File: config.mk
export PLATFORM = sky130hd
export DESIGN_NAME = data_memory_hs
export DESIGN_NICKNAME = d
export VERILOG_FILES = /design/src/rtl/riscv_mem_pkg.sv /design/src/rtl/data_memory_hs_lane_align.sv /design/src/rtl/data_memory_hs.sv
export SDC_FILE = /design/constraint.sdc
export NUM_CORES = 2
export LEC_CHECK = 0
export ABC_CLOCK_PERIOD_IN_PS = 3000
export CAP_MARGIN = 20
export CORE_ASPECT_RATIO = 0.7
export CORE_MARGIN = 3
export CORE_UTILIZATION = 40
export DETAILED_ROUTE_END_ITERATION = 16
export MAX_ROUTING_LAYER = met4
export PLACE_DENSITY = 0.56
export SETUP_SLACK_MARGIN = 0.05
export SLEW_MARGIN = 40
export SYNTH_ARGS = -nofsm -noshare
export SYNTH_HDL_FRONTEND = slang
export SYNTH_HIERARCHICAL = 1
export SYNTH_SLANG_ARGS = --single-unit
File: constraint.sdc
create_clock -name CLK -period 3 [get_ports CLK]
set_clock_uncertainty 0.2 [all_clocks]
set_input_delay 0.45 -clock CLK [delete_from_list [all_inputs] [get_ports CLK]]
set_output_delay 0.45 -clock CLK [all_outputs]
set_load 0.01 [all_outputs]
File: src/rtl/riscv_mem_pkg.sv
// Shared definitions for the handshaked RISC-V data memory.
//   - RV32I load/store funct3 encodings
//   - FSM state type for the request/response sequencer
//   - is_legal_ls(): funct3 legality check for loads and stores
package riscv_mem_pkg;

    localparam logic [2:0] F3_B  = 3'b000;
    localparam logic [2:0] F3_H  = 3'b001;
    localparam logic [2:0] F3_W  = 3'b010;
    localparam logic [2:0] F3_BU = 3'b100;
    localparam logic [2:0] F3_HU = 3'b101;

    typedef enum logic [1:0] {
        IDLE = 2'd0,
        WAIT = 2'd1,
        RESP = 2'd2
    } mem_state_e;

    // Stores only have signed-width encodings; loads add the unsigned forms.
    function automatic logic is_legal_ls(input logic [2:0] funct3, input logic we);
        logic legal;
        if (we) begin
            legal = (funct3 == F3_B) || (funct3 == F3_H) || (funct3 == F3_W);
        end else begin
            legal = (funct3 == F3_B) || (funct3 == F3_H) || (funct3 == F3_W) ||
                    (funct3 == F3_BU) || (funct3 == F3_HU);
        end
        return legal;
    endfunction

endpackage

File: src/rtl/data_memory_hs_lane_align.sv
// mem_lane_align: purely combinational byte-lane steering.
// Ports:
//   ld_word   in  32  raw RAM word
//   ld_offset in  2   byte offset within the word (load)
//   ld_funct3 in  3   load funct3
//   ld_data   out 32  extracted and sign/zero-extended load data
//   st_old    in  32  existing word contents
//   st_wd     in  32  store data (low byte/half used for SB/SH)
//   st_offset in  2   byte offset within the word (store)
//   st_funct3 in  3   store funct3
//   st_word   out 32  merged word
//   st_be     out 4   byte enables of the lanes the store touches
module mem_lane_align
    import riscv_mem_pkg::*;
(
    input  logic [31:0] ld_word,
    input  logic [1:0]  ld_offset,
    input  logic [2:0]  ld_funct3,
    output logic [31:0] ld_data,
    input  logic [31:0] st_old,
    input  logic [31:0] st_wd,
    input  logic [1:0]  st_offset,
    input  logic [2:0]  st_funct3,
    output logic [31:0] st_word,
    output logic [3:0]  st_be
);

    logic [7:0]  lane_b;
    logic [15:0] lane_h;

    always_comb begin
        lane_b  = ld_word[{ld_offset, 3'b000} +: 8];
        lane_h  = ld_offset[1] ? ld_word[31:16] : ld_word[15:0];
        ld_data = 32'h0;
        case (ld_funct3)
            F3_B:    ld_data = {{24{lane_b[7]}}, lane_b};
            F3_BU:   ld_data = {24'h0, lane_b};
            F3_H:    ld_data = {{16{lane_h[15]}}, lane_h};
            F3_HU:   ld_data = {16'h0, lane_h};
            F3_W:    ld_data = ld_word;
            default: ld_data = 32'h0;
        endcase
    end

    always_comb begin
        st_word = st_old;
        st_be   = 4'b0000;
        case (st_funct3)
            F3_B: begin
                st_be = 4'b0001 << st_offset;
                st_word[{st_offset, 3'b000} +: 8] = st_wd[7:0];
            end
            F3_H: begin
                if (st_offset[1]) begin
                    st_be          = 4'b1100;
                    st_word[31:16] = st_wd[15:0];
                end else begin
                    st_be          = 4'b0011;
                    st_word[15:0]  = st_wd[15:0];
                end
            end
            F3_W: begin
                st_be   = 4'b1111;
                st_word = st_wd;
            end
            default: begin
                st_be   = 4'b0000;
                st_word = st_old;
            end
        endcase
    end

endmodule

File: src/rtl/data_memory_hs.sv
// data_memory_hs: valid/ready handshaked RV32I data memory.
// One request in flight at a time; loads answer after READ_LATENCY cycles,
// stores after one. Misaligned, out-of-range and illegal-funct3 accesses
// return RSP_ERR=1 with RSP_RD=0 and never write the RAM.
// Ports:
//   CLK, RST_N             clock (rising edge), synchronous active-low reset
//   REQ_VALID/REQ_READY    request handshake
//   REQ_WE, REQ_FUNCT3     1=store/0=load, RV32I funct3
//   REQ_ADDR, REQ_WD       byte address, store data
//   RSP_VALID/RSP_READY    response handshake
//   RSP_RD, RSP_ERR        load data (0 for stores/errors), access fault
module data_memory_hs
    import riscv_mem_pkg::*;
#(
    parameter int          DEPTH_WORDS  = 64,
    parameter int          READ_LATENCY = 1,
    parameter logic [31:0] BASE_ADDR    = 32'h0000_0000
)
(
    input  logic        CLK,
    input  logic        RST_N,
    input  logic        REQ_VALID,
    output logic        REQ_READY,
    input  logic        REQ_WE,
    input  logic [2:0]  REQ_FUNCT3,
    input  logic [31:0] REQ_ADDR,
    input  logic [31:0] REQ_WD,
    output logic        RSP_VALID,
    input  logic        RSP_READY,
    output logic [31:0] RSP_RD,
    output logic        RSP_ERR
);

    localparam int          IDX_W      = $clog2(DEPTH_WORDS);
    localparam logic [31:0] SPAN_BYTES = 32'(DEPTH_WORDS * 4);
    localparam logic [2:0]  WAIT_INIT  = 3'(READ_LATENCY - 1);

    mem_state_e       state_reg, state_next;
    logic [2:0]       cnt_reg, cnt_next;
    logic [2:0]       f3_reg;
    logic [1:0]       off_reg;
    logic [IDX_W-1:0] idx_reg;
    logic             err_reg;
    logic             we_reg;

    logic [31:0]      req_off;
    logic [IDX_W-1:0] req_idx;
    logic             misalign;
    logic             req_err;
    logic             accept;
    logic             st_en;
    logic             rd_en;
    logic [IDX_W-1:0] rd_idx;
    logic [31:0]      rd_word;
    logic [31:0]      ld_data;
    logic [31:0]      st_word;
    logic [3:0]       st_be;

    // ------------------------------------------------------------------
    // Request decode
    // ------------------------------------------------------------------
    assign req_off = REQ_ADDR - BASE_ADDR;
    assign req_idx = req_off[IDX_W+1:2];

    always_comb begin
        misalign = 1'b0;
        case (REQ_FUNCT3)
            F3_H, F3_HU: misalign = REQ_ADDR[0];
            F3_W:        misalign = |REQ_ADDR[1:0];
            default:     misalign = 1'b0;
        endcase
    end

    assign req_err = !is_legal_ls(REQ_FUNCT3, REQ_WE) || misalign ||
                     (REQ_ADDR < BASE_ADDR) || (req_off >= SPAN_BYTES);

    assign accept = REQ_VALID && REQ_READY;
    assign st_en  = accept && REQ_WE && !req_err;

    // The RAM is read once per load: at acceptance when there is no wait
    // phase, otherwise at the last WAIT edge using the latched index.
    assign rd_en  = (accept && !REQ_WE && (READ_LATENCY == 1)) ||
                    ((state_reg == WAIT) && (cnt_reg == 3'd1));
    assign rd_idx = (state_reg == IDLE) ? req_idx : idx_reg;

    mem_lane_align u_align (
        .ld_word   (rd_word),
        .ld_offset (off_reg),
        .ld_funct3 (f3_reg),
        .ld_data   (ld_data),
        .st_old    (32'h0),          // byte enables keep untouched lanes intact
        .st_wd     (REQ_WD),
        .st_offset (REQ_ADDR[1:0]),
        .st_funct3 (REQ_FUNCT3),
        .st_word   (st_word),
        .st_be     (st_be)
    );

    // ------------------------------------------------------------------
    // RAM: one byte-wide array per lane so partial stores need no
    // read-modify-write.
    // ------------------------------------------------------------------
    for (genvar gi = 0; gi < 4; gi++) begin : g_lane
        logic [7:0] ram [DEPTH_WORDS];
        logic [7:0] q_reg;

        always_ff @(posedge CLK) begin
            if (st_en && st_be[gi]) begin
                ram[req_idx] <= st_word[8*gi +: 8];
            end
            if (rd_en) begin
                q_reg <= ram[rd_idx];
            end
        end

        assign rd_word[8*gi +: 8] = q_reg;
    end

    // ------------------------------------------------------------------
    // Sequencer
    // ------------------------------------------------------------------
    always_ff @(posedge CLK) begin
        if (!RST_N) begin
            state_reg <= IDLE;
            cnt_reg   <= 3'd0;
            f3_reg    <= 3'd0;
            off_reg   <= 2'd0;
            idx_reg   <= '0;
            err_reg   <= 1'b0;
            we_reg    <= 1'b0;
        end else begin
            state_reg <= state_next;
            cnt_reg   <= cnt_next;
            if (accept) begin
                f3_reg  <= REQ_FUNCT3;
                off_reg <= REQ_ADDR[1:0];
                idx_reg <= req_idx;
                err_reg <= req_err;
                we_reg  <= REQ_WE;
            end
        end
    end

    always_comb begin
        state_next = state_reg;
        cnt_next   = cnt_reg;
        case (state_reg)
            IDLE: begin
                if (accept) begin
                    if (REQ_WE || (READ_LATENCY == 1)) begin
                        state_next = RESP;
                    end else begin
                        state_next = WAIT;
                        cnt_next   = WAIT_INIT;
                    end
                end
            end
            WAIT: begin
                if (cnt_reg == 3'd1) begin
                    state_next = RESP;
                    cnt_next   = 3'd0;
                end else begin
                    cnt_next   = cnt_reg - 3'd1;
                end
            end
            RESP: begin
                if (RSP_READY) begin
                    state_next = IDLE;
                end
            end
            default: begin
                state_next = IDLE;
                cnt_next   = 3'd0;
            end
        endcase
    end

    always_comb begin
        REQ_READY = RST_N && (state_reg == IDLE);
        RSP_VALID = RST_N && (state_reg == RESP);
        RSP_ERR   = RSP_VALID && err_reg;
        RSP_RD    = (RSP_VALID && !err_reg && !we_reg) ? ld_data : 32'h0;
    end

endmodule

==> impl_metrics.tcl <==
set metrics [dict create \
    dr.max_layer_used "met4" \
    netlist.area_leader.share_pct 64.2 \
    slew_violations 0 \
    cts_root_buf "clkbuf_16" \
    relSlewSlack_pct 39.6 \
    routed_wl_mm 510 \
    cp-end-kind "primary output" \
    crit_path_frequent_cell "buf_2" \
    startpoint_type "flop" \
    hold_end "idx_reg[3]$_SDFFE_PN0P_" \
    finalInstanceArea_sq_mm 0.134 \
    fmax_mhz 300 \
    finalSetupViolCount 1332 \
    fin_ws_ns -0.338 \
    vias 89342 \
    hold_class "in -> reg" \
    fill_cells 19729 \
    finalCriticalPeriod_ns 3.34 \
    clock_latency_ns 0.91 \
    slowest_stage "edfxtp_1" \
    crit_buf_inv 3 \
    synth_top_area_cell "edfxtp_1" \
    pwr_density_cell_mw_per_mm2 572 \
    yosysUniqueCellTypes 104 \
    die_w_microns 595 \
    status "finished with violations" \
    wl_per_cell_microns 38.8 \
    grt.total_usage_pct 39.8 \
    num_rows 150 \
    ys_seq_area_share_pct 64.5 \
    synth_edf_count 2080 \
    die_height_microns 419 \
    synth.most_common_cell "edfxtp_1" \
    dp.final_hpwl_mm 343 \
    core_area_sq_mm 0.240 \
    grt_max_degree 89 \
    largest_register_ffs 2048 \
    io_pins 107 \
    multi_input_area_sq_mm 0.0349 \
    met3_length_mm 90.7 \
    synthFlopType "edfxtp_1" \
    crit_type "reg -> out" \
    rr_endpoint "g_lane[2].q_reg[4]$_DFFE_PP_" \
    holdPathStages 4 \
    synth_commonest_cells "edfxtp_1, a21oi_1, a211oi_1" \
    placed_cell_area_sq_mm 0.116 \
    syn_area_per_cell_sq_um 12.1 \
    max_stage_delay_ns 0.42 \
    first_global_vias 80660 \
    worstPathCellList "buf_12 -> mux2_4 -> nor3_4 -> nor4b_4 -> buf_2 -> a21o_1 -> and2_1 -> buf_2" \
    fin_crit_sh_pct 111 \
    syn_inst 8050 \
    r2r_slack_ns -0.30 \
    drive_gt1_share_pct 32.0 \
    ys_seq_elements 2094 \
    reg2reg_from "state_reg[1]$_SDFFE_PN0P_" \
    cp_max_fo 4 \
    start_util_pct 40.5 \
    drtPass1Iterations 7 \
    critPathArrivalTime_ns 2.69 \
    p_leak_nw 46.2 \
    final_util_pct 55.6 \
    wl_met2_mm 196 \
    maxCapViolCount 0 \
    syn_area_sq_mm 0.0973 \
    drt-met1-wl_mm 193 \
    via_per_inst 6.80 \
    seq_area_sq_mm 0.0628 \
    ant_nets 0 \
    synth_warnings 6 \
    cts_buffers 211 \
    cts_tree "yes" \
    grt-ovfl-total 0 \
    dieArea_sq_mm 0.249 \
    clockBufferDepth 4 \
    cts_max_level 4 \
    worst_pin_slew_ns 0.906 \
    antenna_found_initial 31 \
    clkSinkCount 2094 \
    grt_pass1_wl_mm 674 \
    gp_congestion 1.07 \
    violations "negative setup slack" \
    port-buffer-count 106 \
    async_reset_ff_share_pct 0 \
    layout.nets 9825 \
    post-route-drc-count 0 \
    r2r_cells 13 \
    rsz0062_at_grt "yes" \
    syn_to_final_growth_pct 37.3 \
    ir_worst_vdd_v 0.000504 \
    critPathRequiredTime_ns 2.35 \
    clkTransAtPathRegs_ns 0.06 \
    report.final.hold_viol_count 0 \
    hp-start "REQ_ADDR[5]" \
    cp_top_family "buffers and inverters" \
    drtIter0Drc 16035 \
    ys_top_cells_by_area "edfxtp_1, a21oi_1, a211oi_1, o21ai_0, nand2_1" \
]
==> metal layers <==
layer	GRT usage, %	vias to the layer above
met5	-	-
met4	18.2	0
met3	18.2	1393
met2	50.4	7994
met1	53.4	44553
li1	-	35402
==> per-stage QoR <==
stage	setup WS [ns]	std cells	hold WS (ns)	TNS, ns	power, mW
3_3_place_gp	-1.42	12357	0.255	-1655.21	46.3
3_5_place_dp	-1.17	12358	0.257	-1677.28	46.3
6_report	-0.338	13147	0.139	-100.12	76.5
2_1_floorplan	-0.0550	8089	0.233	-60.95	38.8
5_1_grt	-0.363	13134	0.176	-124.21	77.7
4_1_cts	-0.388	12939	0.112	-13.65	74.4
==> final cells by class <==
type,count,area share (%)
clock buffer,251,4.08
clock inverter,120,0.929
inverter,85,0.294
sequential,2094,47.0
multi-input combinational,5142,26.1
antenna,49,0.0918
timing repair buffer,2214,18.5
tap,3192,2.99
==> where the power goes <==
part	switching [mW]	total, mW	internal (mW)
sequential	0.0641	32.6	32.6
clock	12.1	27.1	15.1
combinational	10.3	16.7	6.39
total	22.4	76.5	54.0
==> kinds of logic after synthesis <==
kind of cell,Yosys count,synth area share [%]
flip-flops,2094,64.5
AO/OA/AOI/OAI,3649,24.4
adder cells (fa/ha/maj),5,0.0643
other,1,0.00385
AND/OR/NAND/NOR,1426,6.58
buffers and inverters,855,4.16
multiplexers,20,0.258
==> cell usage in the layout, fill, tap and decap left out, drive strengths merged, types with 31 or more instances in the layout <==
cell type and n:
a211o 48, a211oi 768, a21o 189, a21oi 1176, a221oi 58, a22oi 46
a311oi 31, a31oi 118, and2 62, buf 2095, clkbuf 282, clkdlybuf4s50 68
clkinv 87, conb 40, diode 49, edfxtp 2080, inv 88, nand2 548
nand2b 56, nand3 80, nor2 483, nor2b 52, nor3 33, nor4 34
o2111ai 38, o211ai 144, o21ai 504, o21bai 67, o221ai 39, o22ai 68
o31ai 39, o41ai 40
==> repair_timing <==
item                                    4_1_cts  5_1_grt
pin swaps                                   155      255
endpoints found under the hold margin         1        0
hold buffers                                  1        0
setup buffers                               183      139
cloned                                       34       36
endpoints found under the setup margin     1506     1985
gates resized for setup                     790      796
==> tightest hold or removal path: stages <==
cell and delay, ns:
clkdlybuf4s50_1 0.45, buf_12 0.16, nand2_1 0.05, o21ai_0 0.06
==> worst max-delay path by stage <==
stage                            startpoint                             end  cells past startpoint
3_3_place_gp                    REQ_ADDR[4]    g_lane[0].q_reg[2]$_DFFE_PP_                     11
4_1_cts        g_lane[0].q_reg[7]$_DFFE_PP_                      RSP_RD[16]                      8
2_1_floorplan                   REQ_ADDR[2]  g_lane[0].ram[20][0]$_DFFE_PP_                      9
3_5_place_dp                    REQ_ADDR[4]    g_lane[2].q_reg[4]$_DFFE_PP_                     13
5_1_grt        g_lane[1].q_reg[7]$_DFFE_PP_                      RSP_RD[16]                      8
6_report       g_lane[0].q_reg[7]$_DFFE_PP_                      RSP_RD[16]                      8
No activity file was read; power rests on OpenSTA's default activity.
